==> src/rtl/alu_sched_pkg.sv <==
// Shared types and constants for the round-robin ALU scheduler.
package alu_sched_pkg;

  localparam int WIDTH_DEF = 16;

  typedef enum logic [2:0] {
    OP_NEG    = 3'b000,
    OP_INC    = 3'b001,
    OP_ADDC   = 3'b010,
    OP_ADDSHR = 3'b011,
    OP_AND    = 3'b100,
    OP_OR     = 3'b101,
    OP_CAT    = 3'b110,
    OP_ZERO   = 3'b111
  } op_e;

  typedef enum logic [1:0] {
    IDLE = 2'd0,
    EXEC = 2'd1,
    RESP = 2'd2
  } state_e;

endpackage

==> src/rtl/alu_core.sv <==
// Combinational signed ALU: opcode table plus sign and zero flags.
module alu_core
  import alu_sched_pkg::*;
#(
  parameter int WIDTH = WIDTH_DEF
) (
  input  logic [2:0]              i_opc,
  input  logic signed [WIDTH-1:0] i_a,
  input  logic signed [WIDTH-1:0] i_b,
  input  logic                    i_cin,
  output logic signed [WIDTH-1:0] o_res,
  output logic                    o_neg,
  output logic                    o_zer
);

  logic signed [WIDTH-1:0] w_res;

  // Evaluate the selected function; all arithmetic wraps modulo 2^WIDTH.
  always_comb begin
    // NOTE: default assignment first so no path through the case leaves w_res unassigned (no latch).
    w_res = '0;
    case (op_e'(i_opc))
      OP_NEG:    w_res = -i_a;
      OP_INC:    w_res = i_a + WIDTH'(1);
      OP_ADDC:   w_res = i_a + i_b + WIDTH'(i_cin);
      OP_ADDSHR: w_res = i_a + (i_b >>> 1);
      OP_AND:    w_res = i_a & i_b;
      OP_OR:     w_res = i_a | i_b;
      OP_CAT:    w_res = {i_a[WIDTH/2-1:0], i_b[WIDTH/2-1:0]};
      OP_ZERO:   w_res = '0;
      default:   w_res = '0;
    endcase
  end

  assign o_res = w_res;
  assign o_neg = w_res[WIDTH-1];
  assign o_zer = (w_res == '0);

endmodule

==> src/rtl/alu_rr_scheduler.sv <==
// Two-channel round-robin front end for a shared signed ALU.
// One op every three cycles: IDLE (grant) -> EXEC (compute) -> RESP (ack).
module alu_rr_scheduler
  import alu_sched_pkg::*;
#(
  parameter int WIDTH = WIDTH_DEF
) (
  input  logic                    clk,
  input  logic                    rst,
  input  logic                    req0,
  input  logic [2:0]              opc0,
  input  logic signed [WIDTH-1:0] a0,
  input  logic signed [WIDTH-1:0] b0,
  input  logic                    cin0,
  input  logic                    req1,
  input  logic [2:0]              opc1,
  input  logic signed [WIDTH-1:0] a1,
  input  logic signed [WIDTH-1:0] b1,
  input  logic                    cin1,
  output logic                    ack0,
  output logic                    ack1,
  output logic signed [WIDTH-1:0] res,
  output logic                    neg,
  output logic                    zer,
  output logic                    busy,
  output logic                    gnt_id
);

  state_e                  r_state;
  logic                    r_last;
  logic [2:0]              r_opc;
  logic signed [WIDTH-1:0] r_a;
  logic signed [WIDTH-1:0] r_b;
  logic                    r_cin;

  logic                    w_any;
  logic                    w_win;
  logic signed [WIDTH-1:0] w_alu_res;
  logic                    w_alu_neg;
  logic                    w_alu_zer;

  // Round-robin pick: a lone requester wins; on contention the channel not granted last time wins.
  assign w_any = req0 | req1;
  assign w_win = (req0 & req1) ? ~r_last : req1;

  // Capture the winner's operands on the grant edge; later input changes cannot reach the in-flight op.
  always_ff @(posedge clk) begin
    // NOTE: operand registers have no reset; they are always loaded at grant before EXEC reads them.
    if (r_state == IDLE && w_any) begin
      r_opc <= w_win ? opc1 : opc0;
      r_a   <= w_win ? a1   : a0;
      r_b   <= w_win ? b1   : b0;
      r_cin <= w_win ? cin1 : cin0;
    end
  end

  alu_core #(
    .WIDTH (WIDTH)
  ) u_alu_core (
    .i_opc (r_opc),
    .i_a   (r_a),
    .i_b   (r_b),
    .i_cin (r_cin),
    .o_res (w_alu_res),
    .o_neg (w_alu_neg),
    .o_zer (w_alu_zer)
  );

  // Control FSM with registered result, flags, ack pulses and busy; reset overrides every transition.
  always_ff @(posedge clk) begin
    // NOTE: non-blocking assignments so every register updates from pre-edge values.
    if (rst) begin
      r_state <= IDLE;
      r_last  <= 1'b1;
      ack0    <= 1'b0;
      ack1    <= 1'b0;
      res     <= '0;
      neg     <= 1'b0;
      zer     <= 1'b1;
      busy    <= 1'b0;
      gnt_id  <= 1'b0;
    end else begin
      case (r_state)
        IDLE: begin
          if (w_any) begin
            gnt_id  <= w_win;
            r_last  <= w_win;
            busy    <= 1'b1;
            r_state <= EXEC;
          end
        end
        EXEC: begin
          res     <= w_alu_res;
          neg     <= w_alu_neg;
          zer     <= w_alu_zer;
          ack0    <= ~gnt_id;
          ack1    <= gnt_id;
          r_state <= RESP;
        end
        RESP: begin
          ack0    <= 1'b0;
          ack1    <= 1'b0;
          busy    <= 1'b0;
          r_state <= IDLE;
        end
        default: begin
          ack0    <= 1'b0;
          ack1    <= 1'b0;
          busy    <= 1'b0;
          r_state <= IDLE;
        end
      endcase
    end
  end

endmodule

==> config.mk <==
export PLATFORM = sky130hd
export DESIGN_NAME = alu_rr_scheduler
export DESIGN_NICKNAME = d
export VERILOG_FILES = /design/src/rtl/alu_sched_pkg.sv /design/src/rtl/alu_core.sv /design/src/rtl/alu_rr_scheduler.sv
export SDC_FILE = /design/constraint.sdc
export NUM_CORES = 1
export LEC_CHECK = 0
export ABC_AREA = 1
export CAP_MARGIN = 5
export CORE_ASPECT_RATIO = 0.5
export CORE_MARGIN = 2
export CORE_UTILIZATION = 49
export DETAILED_ROUTE_END_ITERATION = 6
export PLACE_DENSITY = 0.78
export SYNTH_ARGS = -nofsm -noshare
export SYNTH_HDL_FRONTEND = slang
export SYNTH_SLANG_ARGS = --single-unit
==> constraint.sdc <==
create_clock -name clk -period 2.8 [get_ports clk]
set_clock_uncertainty 0.1 [all_clocks]
set_input_delay 0.56 -clock clk [delete_from_list [all_inputs] [get_ports clk]]
set_output_delay 0.56 -clock clk [all_outputs]
set_load 0.05 [all_outputs]
Word level (Yosys, flattened, before mapping)
Index checks and enable logic that the tools add are counted.

storage, ports and cells
  output and inout bits = 22
  logic and storage cells = 52
  flip-flop bits (word level) = 61
  input port bits = 76

operators by class
  muxes and demuxes = 12
  eq/ne operators = 9
  add/subtract/negate cells = 5
  reduce and logical (&&, ||, !) cells = 6
  bitwise logic cells = 7

operators by type and width
  cell                                                              count
  16-bit one-hot mux with 8 select lines                            1
  16-bit 2-to-1 mux                                                 2
  16-bit by 1-bit adder with 16-bit output                          1
  16-bit by 15-bit adder with 16-bit output                         1
  16-bit adder                                                      1
  16-bit by 2-bit adder with 16-bit output (second input constant)  1
  16-bit bitwise AND                                                1
  16-bit zero test                                                  1
  16-bit negation                                                   1
  16-bit OR                                                         1
  3-bit == test (second input constant)                             4
  3-bit by 2-bit == test with 1-bit output (second input constant)  2
  1-bit one-hot mux with 2 select lines                             3
  2-bit one-hot mux with 2 select lines                             1
  2-bit AND reduction                                               2
  3-bit by 1-bit == test with 1-bit output (second input constant)  1
  3-bit zero test                                                   1
  1-bit 2-to-1 mux                                                  3
  3-bit 2-to-1 mux                                                  1
  1-bit NOT                                                         3
  2-bit by 1-bit == test with 1-bit output (second input constant)  1
  2-bit zero test                                                   1
  2-bit 2-to-1 mux                                                  1
  2-bit != test (second input constant)                             1
  3 further kinds                                                   3

Longest topological paths before layout
Gate-level depths: netlist (run 1).

  depth in word-level cells = 4
  mapped depth = 22
  gate-level depth less buffers = 21

Modules after synthesis
A second synthesis (run 1) with hierarchy kept.

unflattened totals
  cells, all modules = 881
  area, all modules = 5,733.0 um^2

modules (own cells, without submodules)
  module            cells each  area an instance (um^2)  instances  sequential area each (um^2)
  alu_core          613         3,180.6                  1          0.0
  alu_rr_scheduler  268         2,552.4                  1          1,581.5

Worst setup path after synthesis (run 1)
No wires, ideal clock.

  kind = register to register
  start = register r_opc[0]
  end = register zer
  setup time = 60 ps
  period minus slack after synthesis = 2,695 ps
  data arrival time = 2,536 ps
  required time = 2,640 ps
  path slack = 105 ps
  path buffers = 1
  cell stages (with the launch flop) = 23
  path through = edfxtp_1 -> inv_4 -> nor2_8 -> buf_1 -> nand3_1 -> ha_1 -> inv_1 -> fa_1 -> inv_1 -> nand3_1 -> nand2_1 -> nand2_1 -> nand2_1 -> nand2_1 -> nand3_1 -> nand2_1 -> nand3_1 -> nand3_1 -> nor2_1 -> nand2_1 -> nor2_1 -> nand2_1 -> nand2_1

on the way
  cells in the longest elaborated chain, start to end = 3
  elaborated cells between the ends (all ways) = 10
  those cells by class = eq/ne (7); mux (1); reduce/logical (2)

ends and longest elaborated chain
  element                                      RTL line                source
  start, declared                              alu_rr_scheduler.sv:31  logic [2:0] r_opc;
  start signal, assigned                       alu_rr_scheduler.sv:50  r_opc <= w_win ? opc1 : opc0;
  3-bit == test, or another cell as far along  alu_core.sv:22          case (op_e'(i_opc))
  16-bit one-hot mux with 8 select lines *     alu_core.sv:22
  16-bit zero test *                           alu_core.sv:37          assign o_zer = (w_res == '0);
  end signal, assigned                         alu_rr_scheduler.sv:95  zer <= w_alu_zer;
  end, declared                                alu_rr_scheduler.sv:24  output logic zer,

Mark *: on every way between the ends. The rest lies on a longest branch, timed or not.
A chain may end at the register's enable or synchronous reset.

Final worst setup path (run 1)
  start = register r_opc[2]
  end = register zer

Same word-level chain as after synthesis.

==> flow_metrics.tcl, run 1 <==
set metrics [dict create \
    fp.coreArea_mm2 0.0110 \
    yosys_warnings 0 \
    power.internal_w 0.00260 \
    die-area_mm2 0.0122 \
    cts_tree "yes" \
    nets 1136 \
    die_y_um 79.1 \
    crit_type "register to register" \
    yosysSeqAreaShare_pct 28.3 \
    critPathArrivalTime_ps 2940 \
    numClockSinks 60 \
    comb_power_share_pct 45.5 \
    fp.dieW_um 154 \
    rows 27 \
    crit_path_start_kind "register" \
    crit_path_top_delay_cell "edfxtp_1" \
    cts-htree-levels 3 \
    required_ps 2980 \
    viasPerCell 5.44 \
    initial_core_util_pct 50.3 \
    grt_max_degree 38 \
    p_clk_share_pct 27.5 \
    antenna_cells 0 \
    p_total_w 0.00430 \
    syn_to_final_growth_pct 41.9 \
    power_density_mw_per_mm2 549 \
    wl_per_cell_um 16.8 \
    grtUsageTotal_pct 30.6 \
    gp_congestion 1.01 \
    critical_path.top_delay_family "simple AND/OR/NAND/NOR gates" \
    multi_input_area_mm2 0.00384 \
    rsz0062_at_grt "true" \
    worst_pin_slew_ps 654 \
    ctsHoldBuffers 0 \
    synth_cells 856 \
    dp_hpwl_um 14700 \
    clock_path_buffers 2 \
    synth_seq_cells 60 \
    wl_um 19500 \
    crit_path_max_fanout 6 \
    yosysUniqueCellTypes 39 \
    grt-ovfl-total 0 \
    final_util_pct 71.3 \
    setup_viol 0 \
    drive_gt1_share_pct 17.9 \
    leakagePower_nw 3.78 \
    grt_pass1_vias 5426 \
    worstPathCellList "nor2_8, nand2_4, buf_8, nor2_4, ha_4, a21oi_4, buf_4, nand3b_1, nand3_1, nand3_1, a21oi_2, nand2_1, nor3_2, nand2_1, nor2_1, nand2_1, nand2_1" \
    path_common_cell "nand2_1" \
    synth_area_mm2 0.00552 \
    antenna_found_initial 0 \
    p_switching_w 0.00169 \
    ir_drop_mv 0.349 \
    crit_buf_inv 2 \
    num_vias 6300 \
    slew-limit-headroom_pct 56.4 \
    avgSynthCellArea_um2 6.45 \
    regArea_mm2 0.00156 \
    drc 0 \
    grt_pass1_wl_um 28300 \
    fin_crit_sh_pct 98.7 \
    port_buffers 97 \
    fin_hold_ws_ps 359 \
    end_kind "register" \
    clock_latency_ps 330 \
    finalHoldViolCount 0 \
    slew_viol_final 0 \
    maxCapViolations 0 \
    outcome "finished clean" \
    fin_crit_ps 2760 \
    power_frac_seq_pct 27.0 \
    clk_pin_slew_worst_paths_ps 60 \
    max_clock_freq_ghz 0.362 \
    syn-num-nets 983 \
    root_buffer "clkbuf_16" \
    hold_class "register to register" \
    cts_made_buffers 9 \
    ant_nets 0 \
    p_sw_share_pct 39.4 \
    nFillCells 919 \
    drt_iter0_drc 623 \
    ioPinCount 98 \
    firstDrtPassIters 5 \
    critical_path.max_stage_delay_ps 480 \
]
==> through the flow <==
stage                     TNS (ps)  cell area (um2)  setup slack (ps)  instances
after floorplan                  0             5520               105        856
after global placement       -99.7             6890             -99.7       1118
after detailed placement     -94.8             6890             -94.8       1118
after CTS                        0             7220              7.13       1135
after global routing          -208             7830              -130       1159
final                            0             7830              37.1       1159
==> cell usage after synthesis (all sizes together) <==
library cell  instances  share of area, %
fa                    3               1.1
ha                   48                11
inv                 118               8.1
nor2                 91               6.7
nand3b               14               1.9
clkinv                2              0.23
clkbuf                7              0.48
buf                  11               1.1
a221oi                2              0.32
nand4                23               2.6
dfxtp                24               8.7
and3                  1              0.11
nand2               297                21
xor2                  5              0.79
a21oi                40               3.6
nor3                  9               1.1
o211ai                2              0.27
nand2b                1              0.11
a32o                  1              0.18
o31ai                 1              0.14
edfxtp               36                20
or2                   1              0.11
nand3                86               8.1
and2                  1              0.11
o22ai                 9               1.0
o21ai                23               2.1
==> layout by cell type (no fill, tap or decap), types with 6 or more instances in the layout <==
master / Yosys / routed
nand2_1: 291 / 267
o22ai_1: 9 / 9
nor2_2: 2 / 12
buf_6: 0 / 6
nand4_1: 23 / 23
inv_1: 114 / 108
ha_1: 48 / 38
dfxtp_1: 24 / 24
nor2_1: 87 / 68
a21oi_2: 0 / 8
clkbuf_16: 0 / 9
buf_4: 4 / 55
nand3b_1: 14 / 14
ha_4: 0 / 10
edfxtp_1: 36 / 36
nand3_1: 83 / 73
o21ai_0: 22 / 22
nand2_2: 4 / 26
inv_2: 3 / 9
nor2_4: 1 / 10
a21oi_1: 40 / 30
nand3_2: 3 / 13
clkdlybuf4s50_1: 0 / 97
==> power by group through the flow <==
stage               Sequential (W)  Clock [W]  Combinational (W)
floorplan                  0.00125          0           0.000927
finish                     0.00116    0.00118            0.00195
CTS                        0.00116    0.00119            0.00165
global placement           0.00117          0            0.00161
detailed placement         0.00118          0            0.00163
global route               0.00117    0.00123            0.00211
==> sequential cells by signal (all words and copies together), names as in the netlist, 2 cells and up <==
register  count
r_state       2
r_a          16
r_opc         3
res          16
r_b          16
==> routing by layer <==
layer  GRT usage [%]  wire [um]  part of all wire (%)  vias up
met5               0          0                     0        -
met4            4.21        122                  0.63        0
met1            47.1       9330                    48     2867
li1                -          -                     -     3074
met3            10.6       2430                    12       13
met2            40.9       7580                    39      346
==> final timing paths <==
path | from | to | slack (ps) | cells past startpoint
worst max-delay path | r_opc[2] | zer | 40 | 17
worst min-delay path | busy | busy | 360 | 2
worst max register to register | r_opc[2] | zer | 40 | 17
worst min register to register | busy | busy | 360 | 2
==> what timing repair did <==
| item | in CTS | in global routing |
|---|---|---|
| gates cloned | 0 | 1 |
| pin swaps | 2 | 42 |
| endpoints found under the setup margin | 2 | 10 |
| resized for setup | 6 | 107 |
| setup buffers | 1 | 24 |
==> area by class of cell <==
type	count	share of cell area, %
inverters	120	5.85
well taps	145	2.32
clock buffers	10	2.92
multi-input cells	658	49.0
flip-flops and latches	60	19.9
clock inverters	6	1.01
repair buffers	160	19.0
==> worst reg2reg max path, cell delays in order (launching register included) <==
cell      delay (ps)
edfxtp_1         480
nor2_8           160
nand2_4           90
buf_8            160
nor2_4            90
ha_4             230
a21oi_4          150
buf_4            130
nand3b_1          80
nand3_1          140
nand3_1          110
a21oi_2          210
nand2_1          100
nor3_2           200
nand2_1           70
nor2_1           100
nand2_1           50
nand2_1           40
==> cells by family (layout without fill, tap and decap cells) <==
group	count (synthesis)	after routing	share of synthesized area, %
compound gates	78	78	7.64
xor+xnor	5	5	0.793
fa+ha+maj	51	51	12.0
buf+inv	138	296	9.84
flops	60	60	28.3
simple gates	524	524	41.5
(Power assumes the default switching activity.)
==> run 2, diff against run 1 <==
Settings changed: CORE_MARGIN 2 to 1.5.
==> run 2 against run 1 <==
  * The run now ends with design-rule violations left
  * Via count shrank 0.62%
  * Count of clock-buffer cells in the layout shrank 1
  * Die area shrank 1.9%
  * Final area shrank 1.0%
  * Combinational power is essentially flat
  * Clock power is essentially flat
  * Sequential power is essentially flat
  * Core utilization shrank 0.74 points
  * Sequential share of layout area grew 0.21 points
  * Non-clock buffer count shrank 3
  * Flip-flop and latch count is the same
  * Largest cell class unchanged
  * Highest routed layer unchanged
==> flow_metrics.tcl, run 2 (synthesis results as in run 1) <==
set metrics [dict create \
    ir_drop_mv 0.339 \
    wl_per_cell_um 16.8 \
    drt_iter0_drc 587 \
    leakagePower_nw 3.75 \
    gp_congestion 1.02 \
    nets 1133 \
    worstRegToRegCells 19 \
    final_cell_mix "270 x nand2_1, 110 x inv_1, 97 x clkdlybuf4s50_1" \
    end_kind "register" \
    worstHoldPathCells 2 \
    num_vias 6261 \
    worst_pin_slew_ps 512 \
    rows 27 \
    clock_path_buffers 2 \
    crit_type "register to register" \
    root_buffer "clkbuf_16" \
    fin_crit_sh_pct 98.3 \
    outcome "complete, but fails checks" \
    comb_power_share_pct 44.9 \
    dp_slack_ps -12.6 \
    crit_start "r_opc[0]" \
    p_switching_w 0.00168 \
    cts_tree "yes" \
    critPathArrivalTime_ps 2930 \
    fp.coreArea_mm2 0.0110 \
    crit_path_top_delay_cell "edfxtp_1" \
    die-area_mm2 0.0120 \
    drive_gt1_share_pct 16.5 \
    hold_start "busy" \
    drc 6 \
    grt-ovfl-total 0 \
    hold_class "register to register" \
    slew-limit-headroom_pct 65.7 \
    fin_crit_ps 2750 \
    initial_core_util_pct 50.3 \
    wl_um 19500 \
    reg2reg_slack_ps 50 \
    grtUsageTotal_pct 31.3 \
    port_buffers 97 \
    finalHoldViolCount 0 \
    crit_path_start_kind "register" \
    maxCapViolations 0 \
    dp_hpwl_um 15000 \
    numClockSinks 60 \
    violations "design-rule violations" \
    clock_latency_ps 340 \
    r2r-start "r_opc[0]" \
    p_clk_share_pct 28.2 \
    holdPathEnd "busy" \
    worstPathCellList "inv_4, nor2_8, nand2_4, buf_8, nor2_2, ha_4, a21oi_2, nand2_2, nand2_1, nand2_1, nand2_1, nand3_1, nand3_1, nand4_1, nor2_1, nand2_1, nor2_1, nand2_1, nand2_1" \
    setup_viol 0 \
    grt_pass1_vias 5430 \
    power_frac_seq_pct 26.9 \
    max_clock_freq_ghz 0.363 \
    cts-htree-levels 3 \
    antenna_found_initial 0 \
    worstReg2RegEnd "zer" \
    antenna_cells 0 \
    grt_max_degree 37 \
    fp.dieW_um 153 \
    slew_viol_final 0 \
    critical_path.max_stage_delay_ps 430 \
    reg_top3 "r_a (16), r_b (16), res (16)" \
    p_total_w 0.00426 \
    firstDrtPassIters 7 \
    ant_nets 0 \
    p_sw_share_pct 39.4 \
    final_common_cell "nand2_1" \
    viasPerCell 5.42 \
    die_y_um 78.1 \
    syn_to_final_growth_pct 40.4 \
    worst_slack_ps 48.9 \
    crit_path_max_fanout 7 \
    clk_pin_slew_worst_paths_ps 60 \
    path_common_cell "nand2_1" \
    ctsHoldBuffers 0 \
    cts_made_buffers 9 \
    required_ps 2980 \
    ioPinCount 98 \
    power.internal_w 0.00258 \
    grt_pass1_wl_um 28500 \
    power_density_mw_per_mm2 550 \
]
==> run 2: per-layer routing <==
layer | vias up | part of all wire [%] | track usage, %
met4 | 0 | 0.65 | 4.51
met2 | 364 | 39 | 42.4
met1 | 2804 | 48 | 48.4
met3 | 16 | 12 | 9.77
li1 | 3077 | - | -
met5 | - | 0 | 0
==> run 2: power groups by stage <==
stage	clock, W	combinational (W)	sequential (W)
after floorplan	0	0.000927	0.00125
after global placement	0	0.00164	0.00116
after detailed placement	0	0.00166	0.00116
after CTS	0.00121	0.00169	0.00114
after global routing	0.00125	0.00206	0.00116
final	0.00120	0.00192	0.00115
==> run 2: area by class of cell <==
cell class / count / area (um2)
flip-flops and latches: 60 / 1560
multi-input cells: 658 / 3770
inverters: 120 / 458
well taps: 145 / 181
clock buffers: 9 / 225
fillers: 899 / 3230
clock inverters: 7 / 91.3
repair buffers: 157 / 1460
==> run 2: worst max-delay path by stage <==
stage          cells after the start  end
2_1_floorplan                     22  zer
5_1_grt                           21  zer
3_5_place_dp                      18  zer
6_report                          19  zer
3_3_place_gp                      18  zer
4_1_cts                           18  zer
==> run 2: per-stage QoR <==
step,instance area (um2),instances,util (%),TNS (ps),hold WS (ps)
2_1_floorplan,5520,856,-,0,329
3_3_place_gp,6940,1125,63.2,0,349
3_5_place_dp,6940,1125,63.2,-12.6,356
4_1_cts,7290,1144,66.4,0,366
5_1_grt,7750,1156,70.6,-177,382
6_report,7750,1156,70.6,0,364
==> run 2: worst max-delay path: cells and delay by family, from the launching register on <==
family	cells	cell delay, ps
buf+inv	2	230
simple gates	15	1490
fa+ha+maj	1	260
flops	1	430
compound gates	1	190
==> run 2: repair_timing <==
action                                  CTS  global route
pin swaps                                 1            25
cloned                                    0             1
endpoints found under the hold margin     0             0
endpoints found under the setup margin    1            10
gates resized for setup                   3            85
buffers inserted                          3            11
